$ cat src/rtl/int_responder_pkg.sv
// -----------------------------------------------------------------------------
// int_responder_pkg
// Shared definitions for the interrupt responder: responder state encoding,
// controller register-select encodings, the controller data-bus width and a
// helper that sizes the holdoff down-counter.
// -----------------------------------------------------------------------------
package int_responder_pkg;

   localparam int DATA_W = 32;

   typedef enum logic [2:0] {
      IDLE,
      ACK,
      CAPTURE,
      DISPATCH,
      SERVICE,
      HOLDOFF,
      RD_DRIVE,
      RD_CAPTURE
   } state_t;

   // Controller register-select encodings driven on s
   localparam logic [1:0] SEL_0 = 2'b00;
   localparam logic [1:0] SEL_1 = 2'b01;
   localparam logic [1:0] SEL_2 = 2'b10;
   localparam logic [1:0] SEL_3 = 2'b11;

   // Value of s whenever no register read is in progress
   localparam logic [1:0] SEL_NONE = SEL_0;

   // Counter width able to hold (cycles - 1); never narrower than one bit
   function automatic int timer_width(input int cycles);
      return (cycles > 1) ? $clog2(cycles) : 1;
   endfunction

endpackage

$ cat src/rtl/holdoff_timer.sv
// -----------------------------------------------------------------------------
// holdoff_timer
// Down-counter that paces the post-service holdoff window.
//   clk    : rising-edge clock
//   reset  : synchronous active-high reset, clears the count
//   load   : load LOAD_VAL (takes priority over count)
//   count  : decrement by one while non-zero
//   zero   : count has reached zero
// -----------------------------------------------------------------------------
module holdoff_timer
   import int_responder_pkg::*;
#(
   parameter int             W        = 1,
   parameter logic [W-1:0]   LOAD_VAL = '0
) (
   input  logic clk,
   input  logic reset,
   input  logic load,
   input  logic count,
   output logic zero
);

   logic [W-1:0] cnt;

   always_ff @(posedge clk) begin
      if (reset) begin
         cnt <= '0;
      end else if (load) begin
         cnt <= LOAD_VAL;
      end else if (count && (cnt != '0)) begin
         cnt <= cnt - 1'b1;
      end
   end

   assign zero = (cnt == '0);

endmodule

$ cat src/rtl/int_responder.sv
// -----------------------------------------------------------------------------
// int_responder
// Core-side interrupt responder. Accepts an interrupt from the interrupt
// controller, acknowledges it, captures the vector, hands it to the core,
// waits for the service routine to finish and then holds off new interrupts
// for HOLDOFF_CYCLES cycles. In idle it can also perform a controller
// register read on behalf of the core.
//
// Ports
//   clk, reset          : clock, synchronous active-high reset
//   int_req / int_ack   : request from / one-cycle acknowledge to controller
//   data_bus            : vector or register data from controller
//   read / s            : register-read enable and register select
//   int_en              : core-side global interrupt enable (gates IDLE only)
//   vec / vec_valid     : captured vector, held until vec_ready
//   vec_ready           : core accepts the vector
//   isr_done            : core finished the service routine (pulse)
//   rd_req / rd_sel     : core register-read request and select
//   rd_data / rd_valid  : read result and its one-cycle strobe
//   busy                : responder is not idle
//   served_cnt          : saturating count of completed services
// -----------------------------------------------------------------------------
module int_responder
   import int_responder_pkg::*;
#(
   parameter int HOLDOFF_CYCLES = 2,
   parameter int CNT_W          = 16
) (
   input  logic              clk,
   input  logic              reset,
   input  logic              int_req,
   output logic              int_ack,
   input  logic [DATA_W-1:0] data_bus,
   output logic              read,
   output logic [1:0]        s,
   input  logic              int_en,
   output logic [DATA_W-1:0] vec,
   output logic              vec_valid,
   input  logic              vec_ready,
   input  logic              isr_done,
   input  logic              rd_req,
   input  logic [1:0]        rd_sel,
   output logic [DATA_W-1:0] rd_data,
   output logic              rd_valid,
   output logic              busy,
   output logic [CNT_W-1:0]  served_cnt
);

   localparam int           HW        = timer_width(HOLDOFF_CYCLES);
   // Timer is loaded with N-1 so that HOLDOFF is occupied for exactly N cycles
   localparam logic [HW-1:0] HOLD_LOAD = (HOLDOFF_CYCLES > 0) ? HW'(HOLDOFF_CYCLES - 1) : '0;

   state_t              state;
   state_t              next;
   logic [1:0]          sel_q;
   logic [DATA_W-1:0]   vec_q;
   logic [DATA_W-1:0]   rd_data_q;
   logic [CNT_W-1:0]    served_q;
   logic                hold_load;
   logic                hold_count;
   logic                hold_zero;

   function automatic logic [CNT_W-1:0] sat_inc(input logic [CNT_W-1:0] v);
      return (&v) ? v : v + 1'b1;
   endfunction

   holdoff_timer #(
      .W        (HW),
      .LOAD_VAL (HOLD_LOAD)
   ) u_holdoff (
      .clk   (clk),
      .reset (reset),
      .load  (hold_load),
      .count (hold_count),
      .zero  (hold_zero)
   );

   always_ff @(posedge clk) begin
      if (reset) begin
         state     <= IDLE;
         sel_q     <= SEL_NONE;
         vec_q     <= '0;
         rd_data_q <= '0;
         served_q  <= '0;
      end else begin
         state <= next;
         if ((state == IDLE) && (next == RD_DRIVE)) begin
            sel_q <= rd_sel;
         end
         if (state == CAPTURE) begin
            vec_q <= data_bus;
         end
         if (state == RD_CAPTURE) begin
            rd_data_q <= data_bus;
         end
         if ((state == SERVICE) && isr_done) begin
            served_q <= sat_inc(served_q);
         end
      end
   end

   always_comb begin
      next       = state;
      hold_load  = 1'b0;
      hold_count = 1'b0;
      int_ack    = 1'b0;
      read       = 1'b0;
      s          = SEL_NONE;
      vec_valid  = 1'b0;
      rd_valid   = 1'b0;
      // Registered value outside RD_CAPTURE; during RD_CAPTURE the bus is
      // passed straight through so rd_valid and the new value coincide.
      rd_data    = rd_data_q;

      unique case (state)
         IDLE: begin
            if (int_req && int_en) begin
               next = ACK;
            end else if (rd_req) begin
               next = RD_DRIVE;
            end
         end
         ACK: begin
            int_ack = 1'b1;
            next    = CAPTURE;
         end
         CAPTURE: begin
            next = DISPATCH;
         end
         DISPATCH: begin
            vec_valid = 1'b1;
            if (vec_ready) begin
               next = SERVICE;
            end
         end
         SERVICE: begin
            if (isr_done) begin
               if (HOLDOFF_CYCLES == 0) begin
                  next = IDLE;
               end else begin
                  next      = HOLDOFF;
                  hold_load = 1'b1;
               end
            end
         end
         HOLDOFF: begin
            hold_count = 1'b1;
            if (hold_zero) begin
               next = IDLE;
            end
         end
         RD_DRIVE: begin
            read = 1'b1;
            s    = sel_q;
            next = RD_CAPTURE;
         end
         RD_CAPTURE: begin
            read     = 1'b1;
            s        = sel_q;
            rd_valid = 1'b1;
            rd_data  = data_bus;
            next     = IDLE;
         end
         default: begin
            next = IDLE;
         end
      endcase
   end

   assign vec        = vec_q;
   assign busy       = (state != IDLE);
   assign served_cnt = served_q;

endmodule

$ cat config.mk
export PLATFORM = sky130hd
export DESIGN_NAME = int_responder
export DESIGN_NICKNAME = d
export VERILOG_FILES = /design/src/rtl/int_responder_pkg.sv /design/src/rtl/holdoff_timer.sv /design/src/rtl/int_responder.sv
export SDC_FILE = /design/constraint.sdc
export NUM_CORES = 1
export LEC_CHECK = 0
export ABC_AREA = 1
export BUFFER_PORTS_ARGS = -buffer_cell sky130_fd_sc_hd__clkbuf_2
export CAP_MARGIN = 15
export CORE_MARGIN = 4
export CORE_UTILIZATION = 55
export CTS_CLUSTER_SIZE = 24
export DETAILED_ROUTE_END_ITERATION = 16
export PLACE_DENSITY = 0.89
export SETUP_SLACK_MARGIN = 0.05
export SLEW_MARGIN = 30
export SYNTH_ARGS = -nofsm -noshare
export SYNTH_HDL_FRONTEND = slang
export SYNTH_SLANG_ARGS = --single-unit
$ cat constraint.sdc
create_clock -name clk -period 3 [get_ports clk]
set_clock_uncertainty 0.15 [all_clocks]
set_input_delay 0.15 -clock clk [delete_from_list [all_inputs] [get_ports clk]]
set_output_delay 0.15 -clock clk [all_outputs]
set_load 0.01 [all_outputs]
* After elaboration in Yosys (flattened, before gate mapping)
Index checks and enable logic that the tools add are counted.
** Storage, ports and cells
- Bits in registers :: 86
- Input port bits :: 41
- Output and inout bits :: 87
- Word-level logic and storage cells :: 44
** Cells by class
- Add/subtract/negate cells :: 2
- Equality and inequality tests :: 8
- Mux-type cells :: 17
- Bitwise operators :: 1
- Reduce and logical (&&, ||, !) cells :: 10
** Operators by type and width (count)
- 32-bit two-way mux :: 1
- 3-bit case mux with 8 select lines :: 1
- 16-bit by 1-bit adder with 16-bit output (second input constant) :: 1
- 16-bit AND reduction :: 1
- 3-bit equality test (second input constant) :: 5
- 3-bit two-way mux :: 5
- 1-bit two-way mux :: 9
- 3-bit by 2-bit equality test with 1-bit output (second input constant) :: 2
- 1-bit logical AND :: 4
- 3-bit by 1-bit equality test with 1-bit output (second input constant) :: 1
- 3-bit zero test :: 1
- 3-bit nonzero test :: 1
- 2-bit two-way mux :: 1
- 2-bit AND reduction :: 1
- 2-bit nonzero test :: 1
- 2-bit OR reduction :: 1
- 1-bit inverter :: 1
- 1-bit subtractor (second input constant) :: 1

* Logic depth before layout (Yosys ltp)
Gate-level depths: netlist (run 1).
- Depth in word-level cells :: 5
- Depth in mapped cells :: 9

* Modules after synthesis
From an unflattened synthesis (run 1), not the netlist that was laid out.
** Second synthesis, totals
- Cells, all modules :: 545
- Area total of the unflattened synthesis :: 4161.5 um^2
** By module, submodules not included
- int_responder :: times used 1, cells an instance 539, area each 4117.7 um^2
- holdoff_timer :: times used 1, cells an instance 6, area each 43.8 um^2

* Worst setup path before layout (run 1)
No wires, ideal clock.
- Kind :: register to register
- From :: register served_q[0], in the netlist served_cnt[0]
- To :: register served_q[11], in the netlist served_cnt[11]
- Setup time :: 0.066 ns
- Arrival time :: 1.524 ns
- Required time :: 2.784 ns
- Path slack :: 1.260 ns
- Cell stages (with the launch flop) :: 9
- Buffers on the path :: 1
- Period minus slack after synthesis :: 1.740 ns
- Cell sequence :: dfxtp_1 ha_1 nand2_2 nor2_4 nand2_4 o21bai_4 buf_8 nand2_2 a21oi_2
** On the way
- Cells in the longest elaborated chain, start to end :: 3
- Elaborated cells on any way between the ends :: 4
- Classes of those cells :: add/sub (1); bitwise (1); reduce/logical (2)
** Ends and longest elaborated chain
- start: declaration :: RTL line int_responder.sv:58 : logic [CNT_W-1:0] served_q;
- start signal: assignment :: RTL line int_responder.sv:97 : served_q <= sat_inc(served_q);
- branches (longest 3 deep; another with 16-bit by 1-bit adder with 16-bit output)
Parallel ways; which one is timed is not known.
A chain may end at the register's enable or synchronous reset.

* Worst setup path in the final report (run 1)
- From :: register state[2]
- To :: output rd_data[4]
** On the way
- Cells in the longest elaborated chain, start to end :: 2
** Ends and longest elaborated chain
- start: declaration :: RTL line int_responder.sv:53 : state_t state;
- start signal: assignment :: RTL line int_responder.sv:86 : state <= next;
- 3-bit equality test :: RTL line int_responder.sv:115 : unique case (state)
- 32-bit two-way mux :: RTL line int_responder.sv:115
- end: declaration :: RTL line int_responder.sv:43 : output logic [DATA_W-1:0] rd_data,
Every way passes these cells.

==> results of run 1 <==
## metrics by stage
step	utilization, %	instances	area [sq um]	total power [uW]	hold slack [ns]
after floorplan	-	537	4000	2060	0.152
after global placement	67.4	736	4660	2380	0.254
after detailed placement	67.4	736	4660	2420	0.259
after CTS	76.2	789	5260	3430	0.0293
after global routing	76.2	789	5260	3630	0.0466
final	76.2	789	5260	3420	0.0457
## Yosys cell counts
library cell  instances  area share (%)
a41oi_1               1            0.22
nor2_2                2            0.31
a21oi_2               9             2.0
clkbuf_2              2            0.25
nand4_1               7             1.1
buf_2                10             1.3
o21ai_0              39             4.9
or2_1                 1            0.16
nor2_1               23             2.2
nand2_4               1            0.28
nand4_2               1            0.31
ha_1                  1            0.31
dfxtp_1              86              43
buf_8                 1            0.38
clkbuf_1             14             1.3
xnor2_1               2            0.44
buf_4                 1            0.19
nand3_1              12             1.5
a21oi_1              75             9.4
o21bai_4              1            0.47
xor2_1                5             1.1
inv_1               112              11
a211oi_1             32             6.0
nand2_2              10             1.6
or2_2                31             4.9
nand2_1              52             4.9
nor2_4                2            0.56
nor3_1                4            0.50
## state kept, by name (all words and copies together) (netlist names)
| signal | cells |
|---|---|
| served_cnt | 16 |
| sel_q | 2 |
| vec | 32 |
| u_holdoff.cnt | 1 |
| rd_data_q | 32 |
| state | 3 |
## worst paths after layout
| kind | from | to | slack [ns] |
|---|---|---|---|
| worst max-delay path | state[2] | rd_data[4] | 0.57 |
| worst min register to register | vec[20] | vec[20] | 0.30 |
| worst max register to register | state[0] | vec[4] | 0.93 |
| worst min-delay path | rd_req | sel_q[0] | 0.05 |
## final cells by class
type | count | area share (%)
flip-flops and latches | 86 | 32.7
well taps | 96 | 2.28
inverters | 112 | 7.99
clock inverters | 6 | 2.07
clock buffers | 10 | 2.43
repair buffers | 168 | 19.7
multi-input cells | 311 | 32.8
## timing repair
item                      CTS  global route
buffers inserted            0             0
hold endpoints to repair   67             0
hold buffers               37             0
## worst max-delay path: cells and delay by family, from the launching register on
family | cells | cell delay, ns
AO/OA/AOI/OAI | 1 | 0.20
buffers and inverters | 3 | 0.59
flip-flops | 1 | 0.47
AND/OR/NAND/NOR | 3 | 0.52
## metal layers
layer	global-route usage [%]	vias up
li1	-	2012
met1	28.9	1867
met2	43.5	164
met3	5.47	30
met4	10.6	0
met5	0	-
## power groups by stage
stage / clock network, uW / logic [uW] / registers [uW]
6_report: 960 / 986 / 1470
5_1_grt: 1030 / 1100 / 1500
4_1_cts: 974 / 981 / 1470
3_5_place_dp: 0 / 929 / 1490
3_3_place_gp: 0 / 902 / 1480
2_1_floorplan: 0 / 511 / 1550
## logic make-up (layout without fill, tap and decap cells)
family                   Yosys count  count (layout)  share of synthesized area (%)
flip-flops                        86              86                           43.1
adder cells (fa/ha/maj)            1               1                          0.313
AND/OR/NAND/NOR                  146             146                           18.2
XOR/XNOR                           7               7                           1.53
AO/OA/AOI/OAI                    157             157                           23.0
buffers and inverters            140             296                           13.9
==> reports/qor.csv, run 1 <==
stage,metric,value,unit
worst_setup_path,Setup crit end kind,primary output,
cells_and_area,share of cells above drive strength 1,29.6,%
clocking,Inserted Clock Buffers,9,
drt,highest metal used,met4,
pwr,Combinational Power Share,28.9,%
worst_setup_path,critical path launch point type,register,
cells_and_area,Sequential Area,0.00172,sq mm
worst_setup_path,crit path DAT,2.13,ns
cells_and_area,area delta synth->final,31.7,%
global_route,first-pass GRT wire length,17600,um
status,outcome,"complete, no violations",
placement,pre-CTS setup slack,0.986,ns
pwr,PD cells,650,mW/mm^2
floorplanning,DIE WIDTH,93.2,um
drt,final wirelength,10700,um
sta,max-slew violation count,0,
synth,sequential area share after synthesis,43.1,%
floorplanning,core area,0.00691,sq mm
clocking,# clock sinks,86,
sta,Final WS setup,0.565,ns
cells_and_area,Layout fillers,535,
placement,dpl hpwl,7060,um
global_route,GRT Util Overall,24.8,%
placement,RePlAce Congestion,0.855,
pwr,Sw Ratio,33.1,%
drt,WL per Instance,13.6,um
drt,Pre-antenna DRT Iters,5,
floorplanning,starting density of the core,57.8,%
worst_setup_path,worst-path cell chain,nand2_1 -> nor2_4 -> buf_4 -> or2_2 -> inv_1 -> a21oi_1 -> clkbuf_2,
synth,gate count of the mapped netlist,537,
sta,worst slew pin tran,0.637,ns
pwr,Clock power frac,28.1,%
clocking,CTS tree,done,
global_route,GRT overflow,0,
worst_setup_path,max incr delay on CP,0.47,ns
worst_hold_path,hold depth,3,
pwr,NetSw,1130,uW
drt,number of vias per cell,5.16,
drt,via count,4073,
worst_setup_path,slowest library cell on the worst path,dfxtp_1,
cells_and_area,Ant. Diodes,0,
cells_and_area,"commonest non-fill, non-tap cell in the layout",clkbuf_2,
floorplanning,Rows,30,
clocking,H-tree levels,3,
global_route,vias in the first global route,3916,
global_route,largest net degree at the start of global routing,50,
drt,DRC,0,
sta,RSZ-0062 raised after global routing,no,
synth,Yosys reg bits,86,
pwr,Pint,2290,uW
flow_run,max_cap viols,0,
sta,Final setup viols,0,
clocking,insertion delay to the later sink of the worst-skew pair,0.35,ns
floorplanning,Ports,128,
worst_hold_path,Min-Delay Path Class,in2reg,
clocking,clock slew at reported path FFs,0.08,ns
pwr,Seq pwr share,43.1,%
drt,ANT nets after route,0,
clocking,CTS max path bufs,2,
clocking,post-CTS sizing,0,
drt,WL met2,5350,um
worst_setup_path,crit path max fanout,49,
synth,synth warn,0,
worst_setup_path,CP required,2.70,ns
worst_setup_path,crit path kind,reg2out,
sta,fin crit period,2.43,ns
cells_and_area,most frequent cells in the layout,"clkbuf_2, inv_1, dfxtp_1",
drt,1st-iter DRT viols,210,
clocking,CTS root buffer,clkbuf_8,
drt,met3 WL,702,um
sta,setup TNS after final layout,0,ns
synth,Mapped Nets,579,
floorplanning,Die Y,93.2,um
synth,Synth cell types,28,
global_route,initial antenna violation count,0,
floorplanning,Die ar.,0.00869,sq mm
sta,Max transition margin,57.5,%
sta,Tcrit/Tclk final,81.2,%
synth,cell area after synthesis,0.00400,sq mm
synth,Syn Area/Cell,7.44,sq um
pwr,leakage power,0.00245,uW
placement,I/O Buffers,127,
drt,wl on met1,4320,um
sta,final-report hold violation count,0,
sta,FMAX,0.411,GHz
cells_and_area,area of the multi-input gates,0.00173,sq mm
cells_and_area,NumNets Final,730,
pwr,Max VDD drop,0.384,mV
worst_setup_path,reg2reg path depth,5,
Note: power is estimated with default switching activity, not from simulation.
==> run 2, diff against run 1 <==
--- a/config.mk
+++ b/config.mk
@@ -5,14 +5,14 @@
 export SDC_FILE = /design/constraint.sdc
 export NUM_CORES = 1
 export LEC_CHECK = 0
-export ABC_AREA = 1
+export ABC_AREA = 0
 export BUFFER_PORTS_ARGS = -buffer_cell sky130_fd_sc_hd__clkbuf_2
 export CAP_MARGIN = 15
 export CORE_MARGIN = 4
-export CORE_UTILIZATION = 55
+export CORE_UTILIZATION = 44
 export CTS_CLUSTER_SIZE = 24
 export DETAILED_ROUTE_END_ITERATION = 16
-export PLACE_DENSITY = 0.89
+export PLACE_DENSITY = 0.79
 export SETUP_SLACK_MARGIN = 0.05
 export SLEW_MARGIN = 30
 export SYNTH_ARGS = -nofsm -noshare
==> constraint.sdc (replaced) <==
create_clock -name clk -period 2.19 [get_ports clk]
set_clock_uncertainty 0.15 [all_clocks]
set_input_delay 0.1095 -clock clk [delete_from_list [all_inputs] [get_ports clk]]
set_output_delay 0.1095 -clock clk [all_outputs]
set_load 0.01 [all_outputs]
==> run 2 against run 1 <==
Compared with the run above: utilization decreased by 12 points; die area increased by 8.1%; total power increased by 3.9%; design area decreased by 6.1%; routed wire length decreased by 9.8%; sequential power increased by 18%; cell count decreased by 16%; sequential cell count unchanged; largest power group unchanged.
==> reports/qor.csv, run 2 <==
stage,metric,value,unit
sta,max-slew violation count,0,
pwr,leakage power,0.00220,uW
synth,Mapped Nets,430,
placement,pre-CTS setup slack,0.209,ns
sta,Final WS setup,0.162,ns
placement,RePlAce Congestion,0.860,
cells_and_area,most frequent cells in the layout,"clkbuf_2, dfxtp_1, nand2_1",
floorplanning,Rows,32,
clocking,# Post-CTS Setup Buffers,0,
drt,DRC,0,
global_route,initial antenna violation count,0,
worst_setup_path,reg2reg path depth,4,
drt,WL met2,4870,um
synth,synth warn,0,
clocking,Inserted Clock Buffers,9,
drt,Pre-antenna DRT Iters,4,
synth,gate count of the mapped netlist,388,
clocking,# clock sinks,86,
drt,final wirelength,9650,um
clocking,CTS tree,done,
cells_and_area,NumNets Final,598,
floorplanning,Ports,128,
sta,fin crit period,2.03,ns
synth,Yosys reg bits,86,
floorplanning,Die ar.,0.00939,sq mm
synth,"count leader, synth",dfxtp_1,
drt,met3 WL,596,um
synth,most instantiated cells after synthesis,"dfxtp_1, nand2_1, a21oi_1, mux2_2, and2_1",
synth,Synth cell types,38,
global_route,GRT Util Overall,19.3,%
global_route,first-pass GRT wire length,15200,um
worst_setup_path,crit path DAT,1.77,ns
placement,dpl hpwl,6200,um
synth,cell area after synthesis,0.00348,sq mm
pwr,PD cells,719,mW/mm^2
synth,Synth area leaders,"dfxtp_1, mux2_2, nand2_1",
worst_hold_path,Min-Delay Path Class,in2reg,
sta,FMAX,0.493,GHz
worst_setup_path,reg2reg start,served_cnt[2],
sta,final-report hold violation count,0,
worst_setup_path,critical path launch point type,register,
status,outcome,"complete, no violations",
synth,Post-synth EDFFs,0,
clocking,insertion delay to the later sink of the worst-skew pair,0.33,ns
drt,1st-iter DRT viols,136,
global_route,vias in the first global route,3255,
synth,"FFs w/ async S/R, synth",0,%
floorplanning,core area,0.00773,sq mm
drt,ANT nets after route,0,
cells_and_area,area delta synth->final,42.1,%
sta,RSZ-0062 raised after global routing,no,
global_route,largest net degree at the start of global routing,50,
drt,highest metal used,met4,
drt,via count,3406,
cells_and_area,share of cells above drive strength 1,35.1,%
worst_setup_path,Crit. Startpoint,state[1],
sta,Final setup viols,0,
synth,sequential area share after synthesis,49.5,%
clocking,clock slew at reported path FFs,0.09,ns
cells_and_area,post-route core utilization,64.0,%
sta,Max transition margin,53.1,%
floorplanning,DIE WIDTH,96.9,um
global_route,GRT overflow,0,
drt,WL per Instance,14.6,um
sta,worst slew pin tran,0.703,ns
placement,I/O Buffers,127,
clocking,H-tree levels,3,
sta,setup TNS after final layout,0,ns
sta,Tcrit/Tclk final,92.6,%
worst_setup_path,Setup crit end kind,primary output,
worst_setup_path,"setup slack, reg-to-reg",0.18,ns
clocking,CTS max path bufs,2,
worst_setup_path,CP required,1.93,ns
synth,Post-synth top flop,dfxtp_1,
flow_run,max_cap viols,0,
worst_setup_path,crit path max fanout,15,
synth,post-synthesis cell type with the largest combined area,dfxtp_1,
synth,top cell type's share of synthesized area,49.5,%
floorplanning,starting density of the core,45.0,%
cells_and_area,"commonest non-fill, non-tap cell in the layout",clkbuf_2,
drt,wl on met1,3990,um
pwr,Max VDD drop,0.378,mV
sta,final hold slack,0.0633,ns
synth,Syn Area/Cell,8.97,sq um
drt,number of vias per cell,5.14,
worst_setup_path,CP Capture Point,rd_data[28],
worst_setup_path,crit path kind,reg2out,
worst_setup_path,RR Endpoint,served_cnt[7],
cells_and_area,Ant. Diodes,0,
clocking,CTS root buffer,clkbuf_8,
floorplanning,Die Y,96.9,um
[run 2: logic make-up (layout without fill, tap and decap cells)]
kind of cell / count (synthesis) / after routing / synth area share, %
fa+ha+maj: 1 / 1 / 0.360
flops: 86 / 86 / 49.5
simple gates: 167 / 167 / 24.1
mux: 36 / 36 / 11.6
compound gates: 68 / 68 / 11.2
buf+inv: 30 / 203 / 3.31
[run 2: worst min-delay path by stage]
stage	from	end	slack, ns	depth (start not counted)
5_1_grt	reset	vec[3]	0.04	2
3_3_place_gp	data_bus[17]	vec[17]	0.20	3
3_5_place_dp	data_bus[11]	vec[11]	0.20	3
4_1_cts	reset	vec[17]	0.03	2
6_report	reset	vec[17]	0.06	2
2_1_floorplan	data_bus[0]	vec[0]	0.1	2
[run 2: repair_timing]
action	4_1_cts	5_1_grt
resized for setup	1	10
gates cloned	0	4
pin swaps	0	1
endpoints found under the hold margin	66	0
setup endpoints to repair	19	32
hold buffers	37	0
[run 2: area by class of cell]
| cell class | count | area, sq um |
|---|---|---|
| Clock buffer | 10 | 128 |
| Fill cell | 650 | 2780 |
| Inverter | 6 | 22.5 |
| Timing Repair Buffer | 181 | 1230 |
| Clock inverter | 6 | 46.3 |
| Tap cell | 102 | 128 |
| Sequential cell | 86 | 1720 |
| Multi-Input combinational cell | 272 | 1670 |
[run 2: power breakdown]
part	leakage [uW]	switching (uW)	internal (uW)
logic	0.00142	469	354
registers	0.000696	62.7	1680
clock network	0.0000829	567	419
[run 2: through the flow]
stage / std cells / cell area (sq um) / total power [uW]
after floorplan: 388 / 3480 / 2210
after global placement: 606 / 4270 / 2490
after detailed placement: 606 / 4270 / 2520
after CTS: 659 / 4810 / 3570
after global routing: 663 / 4940 / 3760
final: 663 / 4940 / 3550
[run 2: per-layer routing]
metal	vias up	global-route usage, %
met5	-	0
met4	0	8.32
met3	23	4.54
met2	131	33.5
met1	1571	22.8
li1	1681	-
[run 2: worst max-delay path: stages (launching register included)]
cell and delay [ns]:
dfxtp_1 0.32, buf_4 0.17, and2_4 0.19, nand2_8 0.11, clkbuf_16 0.17, mux2_2 0.34, clkbuf_2 0.13
